--- src/rtl/mem_port_arbiter_pkg.sv ---
// Shared constants for the unified-memory port arbiter: FSM encodings, grant IDs, wait limit.
package mem_port_arbiter_pkg;

    localparam int unsigned ARB_STATE_W      = 2;
    localparam int unsigned WAIT_W           = 4;
    localparam int unsigned WE_W             = 4;
    localparam int unsigned MAX_WAIT_DEFAULT = 15;

    localparam logic [ARB_STATE_W-1:0] ARB_IDLE  = 2'd0;
    localparam logic [ARB_STATE_W-1:0] ARB_GNT_I = 2'd1;
    localparam logic [ARB_STATE_W-1:0] ARB_GNT_D = 2'd2;
    localparam logic [ARB_STATE_W-1:0] ARB_RESP  = 2'd3;

    localparam logic GNT_I = 1'b0;
    localparam logic GNT_D = 1'b1;

endpackage

--- src/rtl/arb_grant_sel.sv ---
// Combinational grant decision between fetch and data requesters.
// ARB_ROUND_ROBIN_EN selects alternating grants on collisions; otherwise data wins.
module arb_grant_sel
    import mem_port_arbiter_pkg::*;
(
    input  logic req_i,
    input  logic req_d,
`ifdef ARB_ROUND_ROBIN_EN
    input  logic last_grant,
`endif
    output logic grant_vld_c,
    output logic grant_c
);

    always_comb begin
        grant_vld_c = req_i | req_d;
`ifdef ARB_ROUND_ROBIN_EN
        // On a collision, favour whoever was not served last
        if (req_i && req_d) begin
            grant_c = (last_grant == GNT_D) ? GNT_I : GNT_D;
        end else begin
            grant_c = req_d ? GNT_D : GNT_I;
        end
`else
        grant_c = req_d ? GNT_D : GNT_I;
`endif
    end

endmodule

--- src/rtl/mem_port_arbiter.sv ---
// Arbitrates fetch and data requesters onto one single-ported memory with wait-state timeout.
// Optional macro ARB_ROUND_ROBIN_EN enables round-robin collision handling.
module mem_port_arbiter
    import mem_port_arbiter_pkg::*;
#(
    parameter int unsigned XLEN     = 32,
    parameter int unsigned AWIDTH   = 16,
    parameter int unsigned MAX_WAIT = MAX_WAIT_DEFAULT
) (
    input  logic              clk,
    input  logic              rst_n,
    input  logic              i_req,
    input  logic [AWIDTH-1:0] i_addr,
    output logic              i_ack,
    output logic [XLEN-1:0]   i_rdata,
    input  logic              d_req,
    input  logic [AWIDTH-1:0] d_addr,
    input  logic [XLEN-1:0]   d_wdata,
    input  logic [WE_W-1:0]   d_we,
    output logic              d_ack,
    output logic [XLEN-1:0]   d_rdata,
    output logic              mem_req,
    output logic [AWIDTH-1:0] mem_addr,
    output logic [XLEN-1:0]   mem_wdata,
    output logic [WE_W-1:0]   mem_we,
    input  logic              mem_ready,
    input  logic [XLEN-1:0]   mem_rdata,
    output logic              i_busy,
    output logic              d_busy,
    output logic              bus_err
);

    localparam logic [WAIT_W-1:0] WAIT_LIMIT = WAIT_W'(MAX_WAIT);

    logic [ARB_STATE_W-1:0] state, state_nxt;
    logic [WAIT_W-1:0]      wait_cnt, wait_cnt_nxt;
    logic                   mem_req_nxt, i_ack_nxt, d_ack_nxt, bus_err_nxt;
    logic [AWIDTH-1:0]      mem_addr_nxt;
    logic [XLEN-1:0]        mem_wdata_nxt, i_rdata_nxt, d_rdata_nxt;
    logic [WE_W-1:0]        mem_we_nxt;
    logic                   grant_vld_c, grant_c;

`ifdef ARB_ROUND_ROBIN_EN
    logic last_grant, last_grant_nxt;
`endif

    arb_grant_sel u_grant_sel (
        .req_i       (i_req),
        .req_d       (d_req),
`ifdef ARB_ROUND_ROBIN_EN
        .last_grant  (last_grant),
`endif
        .grant_vld_c (grant_vld_c),
        .grant_c     (grant_c)
    );

    // State register
    always_ff @(posedge clk or negedge rst_n) begin
        if (!rst_n) begin
            state <= ARB_IDLE;
        end else begin
            state <= state_nxt;
        end
    end

    // Next-state and next-output logic
    always_comb begin
        state_nxt     = state;
        wait_cnt_nxt  = wait_cnt;
        mem_req_nxt   = mem_req;
        mem_addr_nxt  = mem_addr;
        mem_wdata_nxt = mem_wdata;
        mem_we_nxt    = mem_we;
        i_ack_nxt     = 1'b0;
        d_ack_nxt     = 1'b0;
        i_rdata_nxt   = i_rdata;
        d_rdata_nxt   = d_rdata;
        bus_err_nxt   = bus_err;
`ifdef ARB_ROUND_ROBIN_EN
        last_grant_nxt = last_grant;
`endif
        case (state)
            ARB_IDLE: begin
                if (grant_vld_c) begin
                    mem_req_nxt  = 1'b1;
                    wait_cnt_nxt = '0;
`ifdef ARB_ROUND_ROBIN_EN
                    last_grant_nxt = grant_c;
`endif
                    if (grant_c == GNT_D) begin
                        state_nxt     = ARB_GNT_D;
                        mem_addr_nxt  = d_addr;
                        mem_wdata_nxt = d_wdata;
                        mem_we_nxt    = d_we;
                    end else begin
                        state_nxt     = ARB_GNT_I;
                        mem_addr_nxt  = i_addr;
                        mem_wdata_nxt = '0;
                        mem_we_nxt    = '0;
                    end
                end
            end
            ARB_GNT_I, ARB_GNT_D: begin
                if (mem_ready || (wait_cnt == WAIT_LIMIT)) begin
                    // Normal completion or timeout both end with one ack via RESP
                    state_nxt   = ARB_RESP;
                    mem_req_nxt = 1'b0;
                    bus_err_nxt = bus_err | ~mem_ready;
                    if (state == ARB_GNT_D) begin
                        d_ack_nxt   = 1'b1;
                        d_rdata_nxt = mem_ready ? mem_rdata : '0;
                    end else begin
                        i_ack_nxt   = 1'b1;
                        i_rdata_nxt = mem_ready ? mem_rdata : '0;
                    end
                end else begin
                    wait_cnt_nxt = wait_cnt + WAIT_W'(1);
                end
            end
            ARB_RESP: begin
                state_nxt = ARB_IDLE;
            end
            default: begin
                state_nxt = ARB_IDLE;
            end
        endcase
    end

    // Datapath and output registers
    always_ff @(posedge clk or negedge rst_n) begin
        if (!rst_n) begin
            wait_cnt  <= '0;
            mem_req   <= 1'b0;
            mem_addr  <= '0;
            mem_wdata <= '0;
            mem_we    <= '0;
            i_ack     <= 1'b0;
            d_ack     <= 1'b0;
            i_rdata   <= '0;
            d_rdata   <= '0;
            bus_err   <= 1'b0;
        end else begin
            wait_cnt  <= wait_cnt_nxt;
            mem_req   <= mem_req_nxt;
            mem_addr  <= mem_addr_nxt;
            mem_wdata <= mem_wdata_nxt;
            mem_we    <= mem_we_nxt;
            i_ack     <= i_ack_nxt;
            d_ack     <= d_ack_nxt;
            i_rdata   <= i_rdata_nxt;
            d_rdata   <= d_rdata_nxt;
            bus_err   <= bus_err_nxt;
        end
    end

`ifdef ARB_ROUND_ROBIN_EN
    always_ff @(posedge clk or negedge rst_n) begin
        if (!rst_n) begin
            last_grant <= GNT_I;
        end else begin
            last_grant <= last_grant_nxt;
        end
    end
`endif

    assign i_busy = i_req & ~i_ack;
    assign d_busy = d_req & ~d_ack;

endmodule

--- config.mk ---
export PLATFORM = sky130hd
export DESIGN_NAME = mem_port_arbiter
export DESIGN_NICKNAME = d
export VERILOG_FILES = /design/src/rtl/mem_port_arbiter_pkg.sv /design/src/rtl/arb_grant_sel.sv /design/src/rtl/mem_port_arbiter.sv
export SDC_FILE = /design/constraint.sdc
export NUM_CORES = 1
export LEC_CHECK = 0
export BUFFER_PORTS_ARGS = -buffer_cell sky130_fd_sc_hd__buf_2
export CAP_MARGIN = 30
export CELL_PAD_IN_SITES_DETAIL_PLACEMENT = 0
export CELL_PAD_IN_SITES_GLOBAL_PLACEMENT = 2
export CORE_MARGIN = 1
export CORE_UTILIZATION = 29
export CTS_CLUSTER_SIZE = 25
export DETAILED_ROUTE_END_ITERATION = 7
export GPL_ROUTABILITY_DRIVEN = 0
export PLACE_DENSITY_LB_ADDON = 0.1
export SYNTH_ARGS = -nofsm -noshare
export SYNTH_HDL_FRONTEND = slang
export SYNTH_SLANG_ARGS = --single-unit
--- constraint.sdc ---
create_clock -name clk -period 2.2 [get_ports clk]
set_clock_uncertainty 0.05 [all_clocks]
set_input_delay 0.66 -clock clk [delete_from_list [all_inputs] [get_ports clk]]
set_output_delay 0.66 -clock clk [all_outputs]
set_load 0.1 [all_outputs]
==> metrics list, run 1 <==
* Antenna fix cells: 0
- Number of violations reported at the end of detailed-routing iteration 0: roughly 130
* H-Tree Level Count: 4
* Most instantiated cells after synthesis: sky130_fd_sc_hd__dfrtp_1, sky130_fd_sc_hd__a32o_1, sky130_fd_sc_hd__a22o_1
* Total global routing overflow: 0
- Initial Utilization: 30.0%
* Clock Path Buffers: 2
* Tightest slew margin relative to the limit: 62.7%
- The floorplan has between 40 and 50 rows.
- Clock Pin Slew Worst Setup and Hold Paths: around 50 ps
* Outcome: finished, final reports clean
* First-pass GRT wire length: 22.1 mm
* Setup fix buffers added after clock tree synthesis: 0
- Library cell with the largest summed area after synthesis: sky130_fd_sc_hd__dfrtp_1
- Input and output buffers added on the ports amount to 226.
* Die extent in y: 133 microns
- Total global-route track usage: 16.1%
* Reg-to-reg endpoint: d_rdata[6]
- Crit-path max FO: 8
- Endpoint class of the critical path: output port
* Pin count of the biggest net entering global routing: between 40 and 50
- In the routed design, unresolved DRC markers number 0.
- Via count of the first global-routing pass: 4,181
- The final layout contains routed wiring with a total length of 14.0 mm.
- The area growth from synthesis to layout is 40.0%.
- Summed over all nets, the half-perimeter wirelength after detailed placement is 9.41 mm.
* Type of origin of the critical path: input port
- Number of synthesized flops with an enable pin: 0
* Synthesized net count: 474
- Setup Total Neg Slack: 0 ps
- The critical path ends at d_busy.
- Die outline area: ~18,000 sq um
- Warnings, synthesis: 0
- Counting cells, the worst reg-to-reg path comes to 5.
- For the pin with the worst max-slew slack, the measured transition is between 500 and 600 ps.
- Final Hold Viols: 0
- The setup path with the least slack is of type input port to output port.
- STA puts the critical path data arrival time at 1250 ps.
- Ranked by total cell area, the synthesized netlist is headed by sky130_fd_sc_hd__dfrtp_1, sky130_fd_sc_hd__a32o_1, sky130_fd_sc_hd__a22o_1.
- Highest clock rate: 510 MHz
* Number of maximum-capacitance violations: 0
- The number of gates resized after CTS was 0.
* Post-DR vias/cell: 5.00
- Setup violations remaining at the end of the flow were counted as 0.
- The die is ~130 microns wide.
- Detailed routing inserted a total of 4,102 vias.
* Register bit total from synthesis: around 130
- The clock reaches the later pin of the worst-skew pair after about 400 ps.
- The first detailed-routing pass took 4 iterations.
- Proportion of synthesized flip-flops having asynchronous set or reset: 100%
* Data required time at the worst endpoint: 1490 ps
* Number of antenna violations at the first check in global routing: 0
- Of the available clock period, the critical path in the final layout requires 89.1%.
- Fin crit period: 1960 ps
* Inserted Clock Buffers: 17
- Average detailed-routed wire length per instance: 17.0 microns
* Hold-fix buffers, CTS: 0
* TritonCTS clock tree: built
* Count of unique library cells instantiated by Yosys: 35
- Setup slack on the worst flop-to-flop path: 470 ps
- Worst Setup SP: d_req
- The worst hold path belongs to the class input port to asynchronous set/reset pin.
- In this run the remaining antenna-violating nets after routing total 0.
* Utilization after layout: 42.0%
- At the end of the flow, the number of nets in the layout was between 600 and 700.
- For this run, the leading register cell type out of synthesis is sky130_fd_sc_hd__dfrtp_1.
* Fraction of final layout cells sized beyond drive strength 1: a little under half
- Synthesized area divided by synthesized cell count: 13.7 sq um
- Pin placement for this block handled 227 I/O pins.
* Most numerous cell in the Yosys netlist: sky130_fd_sc_hd__dfrtp_1
* Post-layout instance count excluding filler cells: 821
* Netlist area before placement: 5010 sq um
- Root Buffer Master: sky130_fd_sc_hd__clkbuf_16
- The count of pins over their slew limit was 0.
- FF-to-FF Start: state[1]
* Gate Count Post-Synth: 365
- Clock Sinks: 126
- CORE AREA: 16,700 sq um
- The synthesized design devotes to its leading area cell type between 60% and 70% of total area.
* RSZ-0062 raised after global routing: false
- Sequential cell area fraction in the yosys report: 62.9%
* Post-Place Cells: 789
## kinds of logic after synthesis
| group | count (synthesis) | share of synthesized area (%) |
|---|---|---|
| AOI/OAI and AO/OA | 136 | 23.4 |
| DFF | 126 | 62.9 |
| and+or+nand+nor | 42 | 4.62 |
| buffers and inverters | 41 | 4.82 |
| muxes | 16 | 3.20 |
| adders and majority gates | 4 | 0.999 |
## final cells by class
cell class	instances	area, sq um
clock buffers	23	478
clock inverters	9	133
fillers	1617	9690
inverters	6	22.5
multi-input cells	198	1640
flip-flops and latches	126	3150
well taps	220	275
repair buffers	239	1310
## stage by stage
stage          instance area, sq um  worst slack, ps  hold slack, ps
3_5_place_dp                   6400              230             412
4_1_cts                        7010              217             146
2_1_floorplan                  5020            -45.7             314
6_report                       7010              239             149
5_1_grt                        7010              185             159
3_3_place_gp                   6400              224             407
## critical path, stage by stage
cell and delay, ps:
sky130_fd_sc_hd__buf_2 200, sky130_fd_sc_hd__nor2b_4 200, sky130_fd_sc_hd__buf_12 180
## layout by cell type (no fill, tap or decap), types with 4 or more instances in the layout
cell type                     n
sky130_fd_sc_hd__o21ai_1      7
sky130_fd_sc_hd__nand2_1     17
sky130_fd_sc_hd__buf_4       10
sky130_fd_sc_hd__a32o_1      64
sky130_fd_sc_hd__nor2b_1      5
sky130_fd_sc_hd__inv_1        6
sky130_fd_sc_hd__dfrtp_1    126
sky130_fd_sc_hd__mux2i_1     16
sky130_fd_sc_hd__ha_1         4
sky130_fd_sc_hd__clkbuf_16   17
sky130_fd_sc_hd__a22o_1      36
sky130_fd_sc_hd__a21oi_1      5
sky130_fd_sc_hd__o21ai_0     13
sky130_fd_sc_hd__buf_2      223
sky130_fd_sc_hd__buf_12       6
## sequential cells by signal, summed over array words and instances (netlist names)
register,flops
d_ack,1
mem_addr,16
mem_wdata,32
d_rdata,32
wait_cnt,4
i_rdata,32
state,2
bus_err,1
mem_req,1
i_ack,1
mem_we,4
## worst min-delay path by stage
stage / start / endpoint / depth (start not counted) / slack (ps)
after floorplan: rst_n / bus_err / 0 / 310
after global placement: bus_err / bus_err / 1 / 410
after detailed placement: bus_err / bus_err / 1 / 410
after CTS: rst_n / mem_addr[6] / 1 / 150
after global routing: rst_n / mem_addr[6] / 1 / 160
final: rst_n / mem_addr[6] / 1 / 150
## layer usage
layer	vias to the layer above	track usage, %	share of wire [%]
met1	2056	19.3	43
met3	14	6.43	8.4
met4	0	5.81	1.5
li1	1873	-	-
met2	159	26.1	47
met5	-	0	0
Power of run 1 is left out: the tool's default activity adds up to more than one toggle a clock period on the data nets, which glitch-free logic cannot reach.
==> run 2: changes to the inputs <==
==> constraint.sdc (replaced) <==
create_clock -name clk -period 2.2 [get_ports clk]
set_clock_uncertainty 0.05 [all_clocks]
set_input_delay 0.11 -clock clk [delete_from_list [all_inputs] [get_ports clk]]
set_output_delay 0.11 -clock clk [all_outputs]
set_load 0.1 [all_outputs]
==> run 2 against run 1 <==
  * Final area rose by 14%
  * Cell count rose by 12%
  * Via count rose by 7.8%
  * Fmax rose by 8.8%
  * Wire length rose by 4.7%
  * Non-clock buffer count rose by 100
  * Die area did not move
  * Flip-flop and latch count did not move
  * Register-to-register slack got worse by 70 ps
  * Sequential share of layout area fell by 5.4 points
==> metrics list, run 2 (synthesis gave the netlist of run 1 again) <==
* Data required time at the worst endpoint: approximately 2400 ps
* Most common cell after layout, fill and taps aside: sky130_fd_sc_hd__buf_2
- In this run the standard cell core region covers 16,700 sq um.
- The clock net in this run drives a total of 126 sinks.
- Via count of the first global-routing pass: 4,625
* Worst setup timing slack at the placement stage: approximately 410 ps
- Pin count of the biggest net entering global routing: 65
- Post-DR vias/cell: 4.80
- Tightest slew margin relative to the limit: just under 50%
- Summed over all layers, the routed wires come to about 15 mm.
- Clock-pin slew was measured on the worst setup and hold paths at 50 ps.
* Most frequent cells in the layout: sky130_fd_sc_hd__buf_2, sky130_fd_sc_hd__dfrtp_1, sky130_fd_sc_hd__dlygate4sd3_1
- The repair_antennas step left the layout with diodes totalling 0.
- In the final routed layout, each cell accounts on average for 15.9 microns.
* Endpoint class of the critical path: flop
* Crit Path Category: flop to flop
* Area of all placed cells without fillers: 7970 sq um
* Final worst path period share: 81.9%
* Initial Utilization: 30.0%
* Latest clock arrival within the worst-skew pair: 410 ps
- At the pin with the least slew margin, the transition time is 770 ps.
- The run finished with clean final reports.
* Type of origin of the critical path: flop
* TritonCTS clock tree: built
- In this run the count of I/O pins placed on the die edge is roughly 230.
- Placed Instance Area: 6330 sq um
* Total global routing overflow: 0
- Fraction of final layout cells sized beyond drive strength 1: 39.7%
* Setup Total Neg Slack: 0 ps
* Number of stages on the worst hold path: 4
- The count of pins over their slew limit is 0.
- Number of antenna violations at the first check in global routing: 0
* Final nets: 797
- Max-cap violations in this run came to 0.
- Setup repair after global routing left no endpoint under its margin.
* Total global-route track usage: 17.2%
- First-pass GRT wire length: 23.9 mm
- Of all nets on the critical path, the largest fanout is 40.
- Clock Path Buffers: 2
* Depth of the worst register-to-register path: 5
- After clock tree synthesis, the setup repair step added 0 buffers.
* Largest incremental delay on the critical path: 370 ps
- Count of standard-cell rows: 47
* H-Tree Level Count: 4
- Number of optimization iterations in the first detailed-route pass: 4
- Fill cell total of the finished layout: 1,551
- Data arrival, critical path: 2040 ps
- Total number of vias: 4,420
- Inserted Clock Buffers: 17
- On the critical path, the stage with the largest delay is an instance of sky130_fd_sc_hd__dfrtp_1.
* Dpl hpwl: roughly 9.3 mm
* Number of violations reported at the end of detailed-routing iteration 0: between 100 and 150
* Die outline area: 17,800 sq um
- Port buffering added between 200 and 250 buffers.
- Measured along the x axis, the die boundary spans 133 microns.
* Root Buffer Master: sky130_fd_sc_hd__clkbuf_16
- The final number of hold-violating endpoints is 0.
* Utilization after layout: roughly 48%
- Setup slack on the critical path of the routed design comes to 398 ps.
* Highest clock rate: 555 MHz
- Die extent in y: 133 microns
- Relative to the synthesized area, the layout overhead comes to 59.0%.
- The critical path goes through inv_1, ha_1, o21ai_4, buf_12, a22o_1.
- The min-delay analysis places its worst path in the category input port to flop.
- Fin crit period: between 1500 and 2000 ps
* Total DRC errors in the routed layout: 0
* Leading registers by flop count: d_rdata: 32 flops, i_rdata: 32 flops, mem_wdata: 32 flops
* Setup-violating endpoint count in the final report: 0
- The detail route stage leaves a number of antenna-violating nets equal to 0.
-- run 2: cell count changes in the layout (fill, tap and decap cells not counted), sizes merged --
cell / change
clkinv: +3
buf: -1
clkbuf: -3
dlygate4sd3: +101
-- run 2: path summary, 6_finish.rpt --
path | start | to | slack [ps]
worst min-delay path | mem_ready | wait_cnt[2] | 90
worst min register to register | mem_addr[2] | mem_addr[2] | 420
max in group asynchronous | rst_n | mem_req | 1170
min in group asynchronous | rst_n | mem_addr[15] | 160
worst max register to register | state[0] | mem_we[2] | 400
worst max-delay path | state[0] | mem_we[2] | 400
-- run 2: layer usage --
layer,part of all wire (%),wire length [microns],track usage [%],vias up
met3,7.1,1040,5.71,15
li1,-,-,-,2068
met4,1.3,187,5.56,0
met5,0,0,0,-
met2,49,7150,28.9,159
met1,43,6240,20.7,2178
-- run 2: critical path, delay by kind of cell, from the launching register on --
| family | cells | cell delay (ps) |
|---|---|---|
| fa+ha+maj | 1 | 320 |
| buf+inv | 2 | 400 |
| flops | 1 | 370 |
| compound gates | 2 | 530 |
-- run 2: layout make-up --
| type | count | area [sq um] | share of cell area, % |
|---|---|---|---|
| Inverter | 6 | 22.5 | 0.283 |
| Tap cell | 220 | 275 | 3.46 |
| Timing Repair Buffer | 339 | 2260 | 28.4 |
| Multi-Input combinational cell | 198 | 1630 | 20.5 |
| Clock buffer | 20 | 467 | 5.86 |
| Clock inverter | 12 | 159 | 1.99 |
| Sequential cell | 126 | 3150 | 39.6 |
-- run 2: timing repair --
| item | 4_1_cts | 5_1_grt |
|---|---|---|
| hold buffers | 101 | 0 |
| hold endpoints to repair | 151 | 0 |
| gates resized for setup | 0 | 0 |
-- run 2: per-stage QoR --
step	instances	hold WS (ps)
after CTS	921	47.2
after detailed placement	788	66.4
after global placement	788	69.5
final	921	85.8
after global routing	921	139
after floorplan	365	-236
Power of run 2 is left out for the same reason.
==> run 3: changes to the inputs <==
--- a/config.mk
+++ b/config.mk
@@ -10,7 +10,7 @@
 export CELL_PAD_IN_SITES_DETAIL_PLACEMENT = 0
 export CELL_PAD_IN_SITES_GLOBAL_PLACEMENT = 2
 export CORE_MARGIN = 1
-export CORE_UTILIZATION = 29
+export CORE_UTILIZATION = 26
 export CTS_CLUSTER_SIZE = 25
 export DETAILED_ROUTE_END_ITERATION = 7
 export GPL_ROUTABILITY_DRIVEN = 0
==> constraint.sdc (replaced) <==
create_clock -name clk -period 1.6 [get_ports clk]
set_clock_uncertainty 0.05 [all_clocks]
set_input_delay 0.08 -clock clk [delete_from_list [all_inputs] [get_ports clk]]
set_output_delay 0.08 -clock clk [all_outputs]
set_load 0.1 [all_outputs]
==> run 3 against run 2 <==
  * Critical path depth increased by 1
  * Hold slack got worse by 49 ps
  * Global-route usage decreased by 1.0 points
  * Via count increased by 3.3%
  * Core utilization decreased by 3.2 points
  * Non-clock buffer count increased by 19
  * Critical endpoint is now i_rdata[15]
==> metrics list, run 3 (synthesis gave the netlist of run 1 again) <==
* Die width: 141 microns
- Die outline area: ~20,000 sq um
* Area of the multi-input gates: 1690 sq um
- After detailed placement, the total cell area comes to ~6600 sq um.
* Tightest slew margin relative to the limit: 66.2%
- The path class of the tightest hold or removal check is input port to flop.
- In this run, the number of DRC markers left after iteration 0 of detailed routing was between 200 and 250.
* Number of port buffers: 226
* Area of all placed cells without fillers: 8350 sq um
- Crit Path Category: flop to flop
- Total number of vias: 4,568
- Fraction of final layout cells sized beyond drive strength 1: 42.1%
- Antenna fix cells: 0
* Fin crit period: 1560 ps
- In the final routed layout, each cell accounts on average for 16.4 microns.
- I/O pin count: about 230
* H-Tree Level Count: 4
* Endpoint class of the critical path: flop
- Total global-route track usage: around 16%
* Total area of sequential cells: 3150 sq um
- The first global-routing pass estimated 24.8 mm of wire.
- Number of maximum-capacitance violations: 0
- TritonCTS built the clock tree.
* Root Buffer Master: sky130_fd_sc_hd__clkbuf_16
* Final nets: 816
- The later pin in the worst-skew pair is clocked with a latency of 410 ps.
- Final WS setup: 39.3 ps
- Clock Path Buffers: 2
- From bottom edge to top edge, the die measures 141 microns.
- Using the TritonRoute via totals, the vias-per-cell ratio works out to 4.79.
- Layout overhead on the synthesized area: 66.7%
- Setup violations remaining at the end of the flow were counted as 0.
- Most frequent cells in the layout: sky130_fd_sc_hd__buf_2, sky130_fd_sc_hd__dfrtp_1, sky130_fd_sc_hd__dlygate4sd3_1
- Leaving out fill and tap cells, the most frequent cell in the layout is sky130_fd_sc_hd__buf_2.
- The final number of hold-violating endpoints is 0.
* Initial Utilization: between 20% and 30%
- At the worst endpoint, the required time is ~1900 ps.
- The initial antenna violation count came to 0.
* Data arrival, critical path: 1810 ps
- Clock Sinks: 126
* Highest clock rate: 641 MHz
- Fin. max-slew vios: 0
- The largest registers in the layout are d_rdata: 32 flops, i_rdata: 32 flops, mem_wdata: 32 flops.
- Worst setup timing slack at the placement stage: -64.4 ps
- Total global routing overflow: 0
- Buffers inserted during clock tree synthesis total 17.
- In this run the standard cell core region covers 18,800 sq um.
- Fill cells in the final layout number between 1,500 and 2,000.
- Pin count of the biggest net entering global routing: 65
* Dpl hpwl: 10.2 mm
* Number of optimization iterations in the first detailed-route pass: 4
- Crit-path max FO: 9
* Clock Pin Slew Worst Setup and Hold Paths: 60 ps
* Outcome: finished, final reports clean
- In this run the remaining antenna-violating nets after routing total 0.
- Total wire length after detailed routing: 15.7 mm
- The via count of the first global-routing pass came to 4,701.
- Worst-margin pin slew: 505 ps
- Final worst path period share: 97.5%
- In this run the core area contains 50 standard-cell rows.
- Total DRC errors in the routed layout: 0
* Type of origin of the critical path: flop
## run 3: metal layers
metal,up-vias,track usage [%],part of all wire (%)
met1,2265,20.2,44
met5,-,0,0
met4,0,5.78,1.4
li1,2110,-,-
met3,21,5.64,7.2
met2,172,25.8,47
## run 3: path summary, 6_finish.rpt
kind                            cells after the start    startpoint  slack, ps            to
worst max-delay path                                6      state[1]         40   i_rdata[15]
worst min-delay path                                3         d_req         40      state[1]
worst max register to register                      6      state[1]         40   i_rdata[15]
worst min register to register                      2  mem_addr[12]        430  mem_addr[12]
max in group asynchronous                           3         rst_n        400      state[0]
min in group asynchronous                           3         rst_n        180   mem_addr[5]
## run 3: area by class of cell
class | instances | area share, %
Multi-Input combinational cell | 198 | 20.2
Timing Repair Buffer | 358 | 30.8
Clock buffer | 19 | 5.30
Sequential cell | 126 | 37.8
Tap cell | 234 | 3.51
Inverter | 6 | 0.270
Clock inverter | 13 | 2.23
## run 3: through the flow
stage	util (%)	TNS, ps	hold WS, ps	cells
final	44.5	0	36.5	954
after global routing	44.5	-30.2	52.5	954
after CTS	44.2	0	12.6	951
after detailed placement	35.3	-2500	-97.4	816
after global placement	35.3	-6.97	-97.8	816
after floorplan	-	0	-266	365
## run 3: worst max-delay path, stage by stage (launching register included)
cell and delay, ps:
sky130_fd_sc_hd__dfrtp_1 380, sky130_fd_sc_hd__inv_2 60, sky130_fd_sc_hd__ha_4 290, sky130_fd_sc_hd__nor2b_4 180, sky130_fd_sc_hd__nand2_4 100, sky130_fd_sc_hd__clkbuf_16 180
sky130_fd_sc_hd__a32o_1 200
## run 3: timing repair
item | 4_1_cts | 5_1_grt
hold buffers | 103 | 0
setup endpoints to repair | 65 | 62
pin swaps | 0 | 1
gates resized for setup | 5 | 7
endpoints found under the hold margin | 243 | 0
setup buffers | 0 | 3
cloned | 0 | 1
Power of run 3 is left out for the same reason.
